`config.mk`:
```
export PLATFORM = sky130hd
export DESIGN_NAME = mvm_acc_engine_flat
export DESIGN_NICKNAME = d
export VERILOG_FILES = /design/src/rtl/mvm_acc_pkg.sv /design/src/rtl/mvm_acc_engine_if.sv /design/src/rtl/mvm_acc_mac.sv /design/src/rtl/mvm_acc_engine.sv /design/src/flat_wrapper.sv
export SDC_FILE = /design/constraint.sdc
export NUM_CORES = 1
export LEC_CHECK = 0
export BUFFER_PORTS_ARGS = -buffer_cell sky130_fd_sc_hd__buf_4
export CAP_MARGIN = 5
export CORE_ASPECT_RATIO = 1.25
export CORE_MARGIN = 4
export CORE_UTILIZATION = 46
export DETAILED_ROUTE_END_ITERATION = 16
export GPL_TIMING_DRIVEN = 0
export PLACE_DENSITY = 0.7
export RECOVER_POWER = 50
export SLEW_MARGIN = 5
export SYNTH_ARGS = -nofsm -noshare
export SYNTH_HDL_FRONTEND = slang
export SYNTH_HIERARCHICAL = 1
export SYNTH_SLANG_ARGS = --single-unit
```
`constraint.sdc`:
```
create_clock -name clk -period 12.9 [get_ports clk]
set_input_delay 1.29 -clock clk [delete_from_list [all_inputs] [get_ports clk]]
set_output_delay 1.29 -clock clk [all_outputs]
set_load 0.005 [all_outputs]
```
`src/rtl/mvm_acc_pkg.sv`:
```
// Shared constants, opcodes and FSM state type for the MVM accelerator engine.
// Imported by the engine top, its MAC datapath and its bus interface.
package mvm_acc_pkg;

    localparam int DATA_W_DEF = 16;
    localparam int ELEM_W_DEF = 4;
    localparam int DIM_DEF    = 4;
    localparam int IDX_W      = 2;

    localparam logic [4:0] OP_MVM = 5'b11111;
    localparam logic [4:0] OP_DIC = 5'b11110;

    localparam int MODE_BIT = 10;
    localparam int IDX_LSB  = 8;

    localparam logic [2:0] MEM_SRC_ACC = 3'b110;

    typedef enum logic {
        IDLE,
        COMPUTE
    } state_t;

    function automatic logic [IDX_W-1:0] instr_idx(input logic [15:0] instr);
        return instr[IDX_LSB +: IDX_W];
    endfunction

endpackage

```
`src/rtl/mvm_acc_engine_if.sv`:
```
// Core-to-accelerator command and write-back signals for the MVM engine.
// The core side is the master; the engine is the slave.
interface mvm_acc_engine_if
    import mvm_acc_pkg::*;
#(
    parameter int DATA_W = DATA_W_DEF
);
    logic              acc_req;
    logic              dic_req;
    logic [15:0]       instr;
    logic [DATA_W-1:0] acc_data;
    logic [DATA_W-1:0] dic_data;
    logic              busy;
    logic              stall;
    logic              done;
    logic              err;

    modport master (
        output acc_req, dic_req, instr, acc_data,
        input  dic_data, busy, stall, done, err
    );

    modport slave (
        input  acc_req, dic_req, instr, acc_data,
        output dic_data, busy, stall, done, err
    );
endinterface

```
`src/rtl/mvm_acc_mac.sv`:
```
// Signed element multiply with sign extension into a wrapping accumulator.
// clear wins over en so a row boundary and a new compute both restart from zero.
module mvm_acc_mac
    import mvm_acc_pkg::*;
#(
    parameter int ELEM_W = ELEM_W_DEF,
    parameter int ACC_W  = DATA_W_DEF
) (
    input  logic                     clk,
    input  logic                     rst_n,
    input  logic                     en,
    input  logic                     clear,
    input  logic signed [ELEM_W-1:0] w,
    input  logic signed [ELEM_W-1:0] v,
    output logic        [ACC_W-1:0]  sum
);
    logic        [ACC_W-1:0]    acc;
    logic signed [2*ELEM_W-1:0] prod;

    assign prod = w * v;
    assign sum  = acc + {{(ACC_W - 2*ELEM_W){prod[2*ELEM_W-1]}}, prod};

    always_ff @(posedge clk or negedge rst_n) begin
        if (!rst_n) begin
            acc <= '0;
        end else if (clear) begin
            acc <= '0;
        end else if (en) begin
            acc <= sum;
        end
    end
endmodule

```
`src/rtl/mvm_acc_engine.sv`:
```
// Accelerator responder: loads weight rows, runs a DIM x DIM signed
// matrix-vector multiply one MAC per cycle, and returns rows over DIC.
module mvm_acc_engine
    import mvm_acc_pkg::*;
#(
    parameter int DATA_W = DATA_W_DEF,
    parameter int ELEM_W = ELEM_W_DEF,
    parameter int DIM    = DIM_DEF
) (
    input logic             clk,
    input logic             rst_n,
    mvm_acc_engine_if.slave bus
);
    localparam logic [IDX_W-1:0] LAST = IDX_W'(DIM - 1);

    state_t state, next_state;

    logic [IDX_W-1:0]         row, col;
    logic [DATA_W-1:0]        w_row [DIM];
    logic [DATA_W-1:0]        res   [DIM];
    logic [DATA_W-1:0]        vec;
    logic [DATA_W-1:0]        mac_sum;
    logic signed [ELEM_W-1:0] w_el, v_el;
    logic                     computing, idle_cmd, start, load, row_end;
    logic                     done_q, err_q;
    logic                     unused_instr;

    assign computing = (state == COMPUTE);
    assign idle_cmd  = bus.acc_req && !computing;
    assign start     = idle_cmd && bus.instr[MODE_BIT];
    assign load      = idle_cmd && !bus.instr[MODE_BIT];
    assign row_end   = computing && (col == LAST);

    assign w_el = w_row[row][int'(col)*ELEM_W +: ELEM_W];
    assign v_el = vec[int'(col)*ELEM_W +: ELEM_W];

    assign unused_instr = ^{bus.instr[15:11], bus.instr[7:0]};

    always_comb begin
        next_state = state;
        case (state)
            IDLE:    if (start) next_state = COMPUTE;
            COMPUTE: if (row == LAST && col == LAST) next_state = IDLE;
            default: next_state = IDLE;
        endcase
    end

    always_ff @(posedge clk or negedge rst_n) begin
        if (!rst_n) state <= IDLE;
        else        state <= next_state;
    end

    // Commands arriving mid-compute never touch weights or the sequencer; they only flag err.
    always_ff @(posedge clk or negedge rst_n) begin
        if (!rst_n) begin
            for (int i = 0; i < DIM; i++) begin
                w_row[i] <= '0;
                res[i]   <= '0;
            end
            vec    <= '0;
            row    <= '0;
            col    <= '0;
            done_q <= 1'b0;
            err_q  <= 1'b0;
        end else begin
            if (load) w_row[instr_idx(bus.instr)] <= bus.acc_data;
            if (start) begin
                vec    <= bus.acc_data;
                row    <= '0;
                col    <= '0;
                done_q <= 1'b0;
            end
            if (bus.acc_req && computing) err_q <= 1'b1;
            if (computing) begin
                if (col == LAST) begin
                    res[row] <= mac_sum;
                    col      <= '0;
                    row      <= row + 1'b1;
                    if (row == LAST) done_q <= 1'b1;
                end else begin
                    col <= col + 1'b1;
                end
            end
        end
    end

    mvm_acc_mac #(
        .ELEM_W (ELEM_W),
        .ACC_W  (DATA_W)
    ) u_mac (
        .clk   (clk),
        .rst_n (rst_n),
        .en    (computing),
        .clear (start || row_end),
        .w     (w_el),
        .v     (v_el),
        .sum   (mac_sum)
    );

    assign bus.busy     = computing;
    assign bus.stall    = bus.dic_req && computing;
    assign bus.dic_data = bus.dic_req ? res[instr_idx(bus.instr)] : '0;
    assign bus.done     = done_q;
    assign bus.err      = err_q;
endmodule
```
`src/flat_wrapper.sv`:
```
// flat-port wrapper written by rule: the top's interface ports become plain ports
module mvm_acc_engine_flat import mvm_acc_pkg::*;
#(
    parameter int DATA_W = DATA_W_DEF,
    parameter int ELEM_W = ELEM_W_DEF,
    parameter int DIM    = DIM_DEF
)
  (clk, rst_n, bus_acc_req, bus_dic_req, bus_instr, bus_acc_data, bus_dic_data, bus_busy, bus_stall, bus_done, bus_err);
  mvm_acc_engine_if #(.DATA_W(DATA_W)) bus_i ();
  input logic clk;
  input logic rst_n;
  input wire logic [$bits(bus_i.acc_req)-1:0] bus_acc_req;
  input wire logic [$bits(bus_i.dic_req)-1:0] bus_dic_req;
  input wire logic [$bits(bus_i.instr)-1:0] bus_instr;
  input wire logic [$bits(bus_i.acc_data)-1:0] bus_acc_data;
  output wire logic [$bits(bus_i.dic_data)-1:0] bus_dic_data;
  output wire logic [$bits(bus_i.busy)-1:0] bus_busy;
  output wire logic [$bits(bus_i.stall)-1:0] bus_stall;
  output wire logic [$bits(bus_i.done)-1:0] bus_done;
  output wire logic [$bits(bus_i.err)-1:0] bus_err;
  assign bus_i.acc_req = bus_acc_req;
  assign bus_i.dic_req = bus_dic_req;
  assign bus_i.instr = bus_instr;
  assign bus_i.acc_data = bus_acc_data;
  assign bus_dic_data = bus_i.dic_data;
  assign bus_busy = bus_i.busy;
  assign bus_stall = bus_i.stall;
  assign bus_done = bus_i.done;
  assign bus_err = bus_i.err;
  mvm_acc_engine #(.DATA_W(DATA_W), .ELEM_W(ELEM_W), .DIM(DIM)) u_core (.clk(clk), .rst_n(rst_n), .bus(bus_i));
endmodule
```
Word-level counts from Yosys, hierarchy flattened
Cells that the tools add are included.

operators by class
  add/sub/neg operators = 3
  multiply operators = 1
  $lt $le $gt $ge = 4
  eq/ne operators = 2
  shift operators = 2
  muxes and demuxes = 28
  bitwise gates (word level) = 3
  reduce and logical (&&, ||, !) cells = 15

operator list
  cell                                                 number
  2-to-1 mux 16 bit                                    9
  bitwise mux 64 bit                                   2
  binary-select mux 16 bit (select 2 bit)              2
  demux 16 bit (select 2 bit)                          2
  variable part select 16 x 5 -> 4 bit                 2
  adder 16 bit                                         1
  2-to-1 mux 2 bit                                     6
  logical AND 1 bit                                    9
  multiplier 4 x 4 -> 8 bit                            1
  >= comparator 3 bit (second input constant)          2
  < comparator 3 x 1 -> 1 bit (second input constant)  2
  2-to-1 mux 1 bit                                     6
  inverter 2 -> 3 bit                                  2
  adder 2 x 1 -> 2 bit (second input constant)         2
  == test 2 bit (second input constant)                2
  nonzero test 2 bit                                   2
  logical NOT 1 bit                                    2
  case mux 1 bit (2 select lines)                      1
  AND reduction 2 bit                                  1
  logical OR 1 bit                                     1
  inverter 1 bit                                       1

word-level totals
  bits in registers = 167
  input bits = 36
  output and inout port bits = 20

Logic depth before layout (Yosys ltp)
  depth after elaboration = 9
  mapped depth = 24
  gate-level depth less buffers = 22

Cells and area by module
Netlist, hierarchy kept.

modules (own cells, without submodules)
  module          times used  cells an instance  area each (um^2)
  mvm_acc_engine  1           428                6855.3
  mvm_acc_mac     1           205                1859.3

Least setup slack after synthesis
No wires, ideal clock.

  path kind = register to register
  start = register u_core.row[0]
  end = register u_core/res[15] (netlist name)
  setup time = 125 ps
  arrival = 6003 ps
  required time = 12775 ps
  slack = 6772 ps
  stages on the path, launching flop included = 24
  period minus slack after synthesis = 6128 ps
  cell sequence = dfrtp_1 > buf_4 > buf_4 > mux4_2 > nand2_1 > nand3_1 > nand2b_1 > fa_1 > fa_1 > fa_1 > inv_1 > ha_1 > fa_1 > a21o_1 > a21oi_1 > xnor2_1 > ha_1 > a21oi_1 > a21oi_1 > o21ai_1 > nor2_1 > a2111oi_2 > xor2_1 > mux2_2

on the way
  word-level cells in the longest chain between the ends = 8
  elaborated cells between the ends (all ways) = 13
  classes of those cells = 1 x add/sub; 1 x mul; 2 x order compare; 1 x shift; 6 x mux; 1 x bitwise; 1 x reduce/logical

RTL lines
  element                                                RTL line              text
  start: declaration                                     mvm_acc_engine.sv:18  logic [IDX_W-1:0] row, col;
  start signal: assignment                               mvm_acc_engine.sv:78  row <= row + 1'b1;
  inverter 2 -> 3 bit (implied by the code)              mvm_acc_engine.sv:34  assign w_el = w_row[row][int'(col)*ELEM_W +: ELEM_W];
  binary-select mux 16 bit (select 2 bit)                mvm_acc_engine.sv:34
  2-to-1 mux 16 bit (implied by the code) (2 in series)  mvm_acc_engine.sv:34
  variable part select 16 x 5 -> 4 bit                   mvm_acc_engine.sv:34
  via u_core.w_el[0]                                     mvm_acc_engine.sv:23  logic signed [ELEM_W-1:0] w_el, v_el;
  multiplier 4 x 4 -> 8 bit                              mvm_acc_mac.sv:20     assign prod = w * v;
  adder 16 bit                                           mvm_acc_mac.sv:21     assign sum = acc + {{(ACC_W - 2*ELEM_W){prod[2*ELEM_W-1]}}, prod};
  via u_core.mac_sum[15]                                 mvm_acc_engine.sv:22  logic [DATA_W-1:0] mac_sum;
  bitwise mux 64 bit                                     mvm_acc_engine.sv:76  res[row] <= mac_sum;
  end signal: indexed assignment                         mvm_acc_engine.sv:76
  end: declaration                                       mvm_acc_engine.sv:20  logic [DATA_W-1:0] res [DIM];

The timed path passes the listed nets, and every way through them passes these cells. The select of a mux whose other input is x is not followed.
A chain may end at the register's enable or synchronous reset.

==> run metrics <==
status complete, but fails checks; failing checks capacitance limit, slew limit; Final Critical Period 8.25 ns; largest delay contributor family on the critical path buffers and inverters; clock skew 0.0116 ns; total congestion overflow 0; Cell Chain, Critical Path clkbuf_1 > clkbuf_1; nature of the critical path endpoint async pin; met3 Resource Use GR 3.35%; PortBufs 42; Syn Std Cell Area 8710 um^2; commonest non-fill, non-tap cell in the layout dfrtp_1; GR peak layer met2; first-pass detailed-route iteration total 4; met1 Use GR 22.3%; Routed WL 18,700 um; Most used DFF post-synth dfrtp_1; Slew headroom -227%; vias in the first global route 5,814; HP Class reg2reg; Critical Path AT 7.61 ns; Clock Tree Buf Depth 2; final HPWL from detailed placement 13,600 um; fmax 0.121 GHz; maxcap violations 2; drt first-iter violations 257; GP Congestion 0.856; Clock Latency Late Sink 0.43 ns; number of antenna repair diodes 0; Reg2Reg Setup Slack 5.89 ns; Num CTS Buffers 17; GR Util met2 33.4%; CP dominant cell by count clkbuf_1; CP peak stage delay 3.61 ns; CP Class in2async; warning count from the yosys run 6; register area share after synthesis 48.0%; PostCTS Resize Cnt 0; Post-CTS Setup Inserts 0; die area 21,200 um^2; Gate Count Post-Synth 633; buffers plus inverters on the worst setup path 2; ys async rst share 100%; final setup vio count 0; first-pass GRT wire length 30,800 um; CTS tree built; final hold violation count 0; commonest cells after routing, fill and taps aside 167 x dfrtp_1, 144 x mux2_2, 46 x buf_4; H-tree lvl count 4; io pins 56; Mapped Nets 711; FILL cells 1,526; final worst path period share 64.0%; DRC viols 0; die width 131 um; number of flops mapped to enable cells by yosys 0; final net count 773; Fin Setup TNS 0 ns; crit path max fanout 95; area grow syn2layout 13.7%; proportion of layout cells with a drive suffix above 1 39.8%; Avg Vias per Cell 5.62; Mean Syn Cell Area 13.8 um^2; pins over their slew limit 170; Critical-path top delay cell clkbuf_1; initial core utilization 46.6%; Global Route Usage Sum 18.5%; row cnt 56; antenna-violating nets left 0; Core ar. 18,700 um^2; RSZ-0062 raised after global routing false; initial antenna violation count 0; largest net degree at the start of global routing 96; Clk pin slew, worst setup/hold paths 0.06 ns; Worst EP required 12.26 ns; clock sink count 167; synth unique cells 51; Seq cells post-synth 167; startpoint types input port; total number of vias 5,285; hold_buf cts 0; DR WL/cell 19.9 um; Die H 162 um; worst-margin pin slew 4.91 ns; clk root buf clkbuf_16
-- Yosys cell counts, types with 4 or more instances --
library cell / instances / area (um^2)
a22oi_1: 4 / 30.0
nand2_1: 27 / 101
nand2_2: 4 / 25.0
mux4_2: 36 / 811
mux2i_1: 9 / 90.1
xor2_1: 7 / 61.3
xnor2_1: 13 / 114
and2_1: 28 / 175
nand3_1: 15 / 75.1
buf_6: 7 / 78.8
o21ai_1: 4 / 20.0
mux2_2: 144 / 1620
dfrtp_1: 167 / 4180
nor2b_1: 5 / 31.3
nor2_1: 25 / 93.8
a21o_1: 6 / 45.0
a21oi_1: 13 / 65.1
ha_1: 32 / 400
inv_1: 19 / 71.3
buf_2: 8 / 40.0
o21ai_0: 4 / 20.0
fa_1: 10 / 200
buf_4: 6 / 45.0
clkbuf_1: 6 / 22.5
-- per-layer routing --
layer / up-vias / part of all wire, %
li1: 2415 / -
met1: 2723 / 41
met2: 123 / 54
met3: 24 / 3.5
met4: 0 / 2.1
met5: - / 0
-- cell families (layout without fill, tap and decap cells) --
group	after synthesis	in the layout	share of synthesized area [%]
AO/OA/AOI/OAI	53	53	4.19
XOR/XNOR	20	20	2.01
adder cells (fa/ha/maj)	42	42	6.89
buffers and inverters	46	121	2.96
flip-flops	167	167	48.0
multiplexers	189	189	28.9
AND/OR/NAND/NOR	116	116	7.05
-- area by class of cell --
class	count	area (um^2)	share of cell area (%)
multi-input cells	420	4280	43.2
inverters	19	71.3	0.720
clock inverters	15	168	1.69
clock buffers	17	425	4.29
flip-flops and latches	167	4180	42.2
plain buffers	27	185	1.87
repair buffers	43	312	3.14
well taps	232	290	2.93
-- sequential cells by signal, indices dropped and copies added, names as in the netlist --
| name | cells |
|---|---|
| u_core/bus.busy | 1 |
| u_core/w_row | 64 |
| u_core/row | 2 |
| u_core/col | 2 |
| u_core/bus.done | 1 |
| u_core/res | 64 |
| u_core/vec | 16 |
| u_core/bus.err | 1 |
| u_core/u_mac/acc | 16 |
-- worst paths after layout --
check / from / end / cells past startpoint
min reg2reg: u_core/bus.done / u_core/bus.done / 2
min: u_core/bus.done / u_core/bus.done / 2
min in group asynchronous: rst_n / u_core/res[60] / 1
max reg2reg: u_core/row[0] / u_core/res[15] / 23
max: rst_n / u_core/w_row[25] / 2
max in group clk: u_core/row[0] / u_core/res[15] / 23
-- metrics by stage --
| step | setup WS (ns) | util, % | hold slack, ns | cells | instance area [um^2] |
|---|---|---|---|---|---|
| after floorplan | 6.77 | - | 0.451 | 633 | 8710 |
| after global placement | 6.00 | 49.8 | 0.447 | 907 | 9320 |
| after detailed placement | 5.89 | 50.0 | 0.477 | 908 | 9360 |
| after CTS | 5.86 | 53.2 | 0.492 | 940 | 9950 |
| after global routing | 2.92 | 53.0 | 0.516 | 940 | 9910 |
| final | 4.65 | 53.0 | 0.493 | 940 | 9910 |
Power is left out: the tool's default activity adds up to more than one toggle a clock period on the data nets, which glitch-free logic cannot reach.
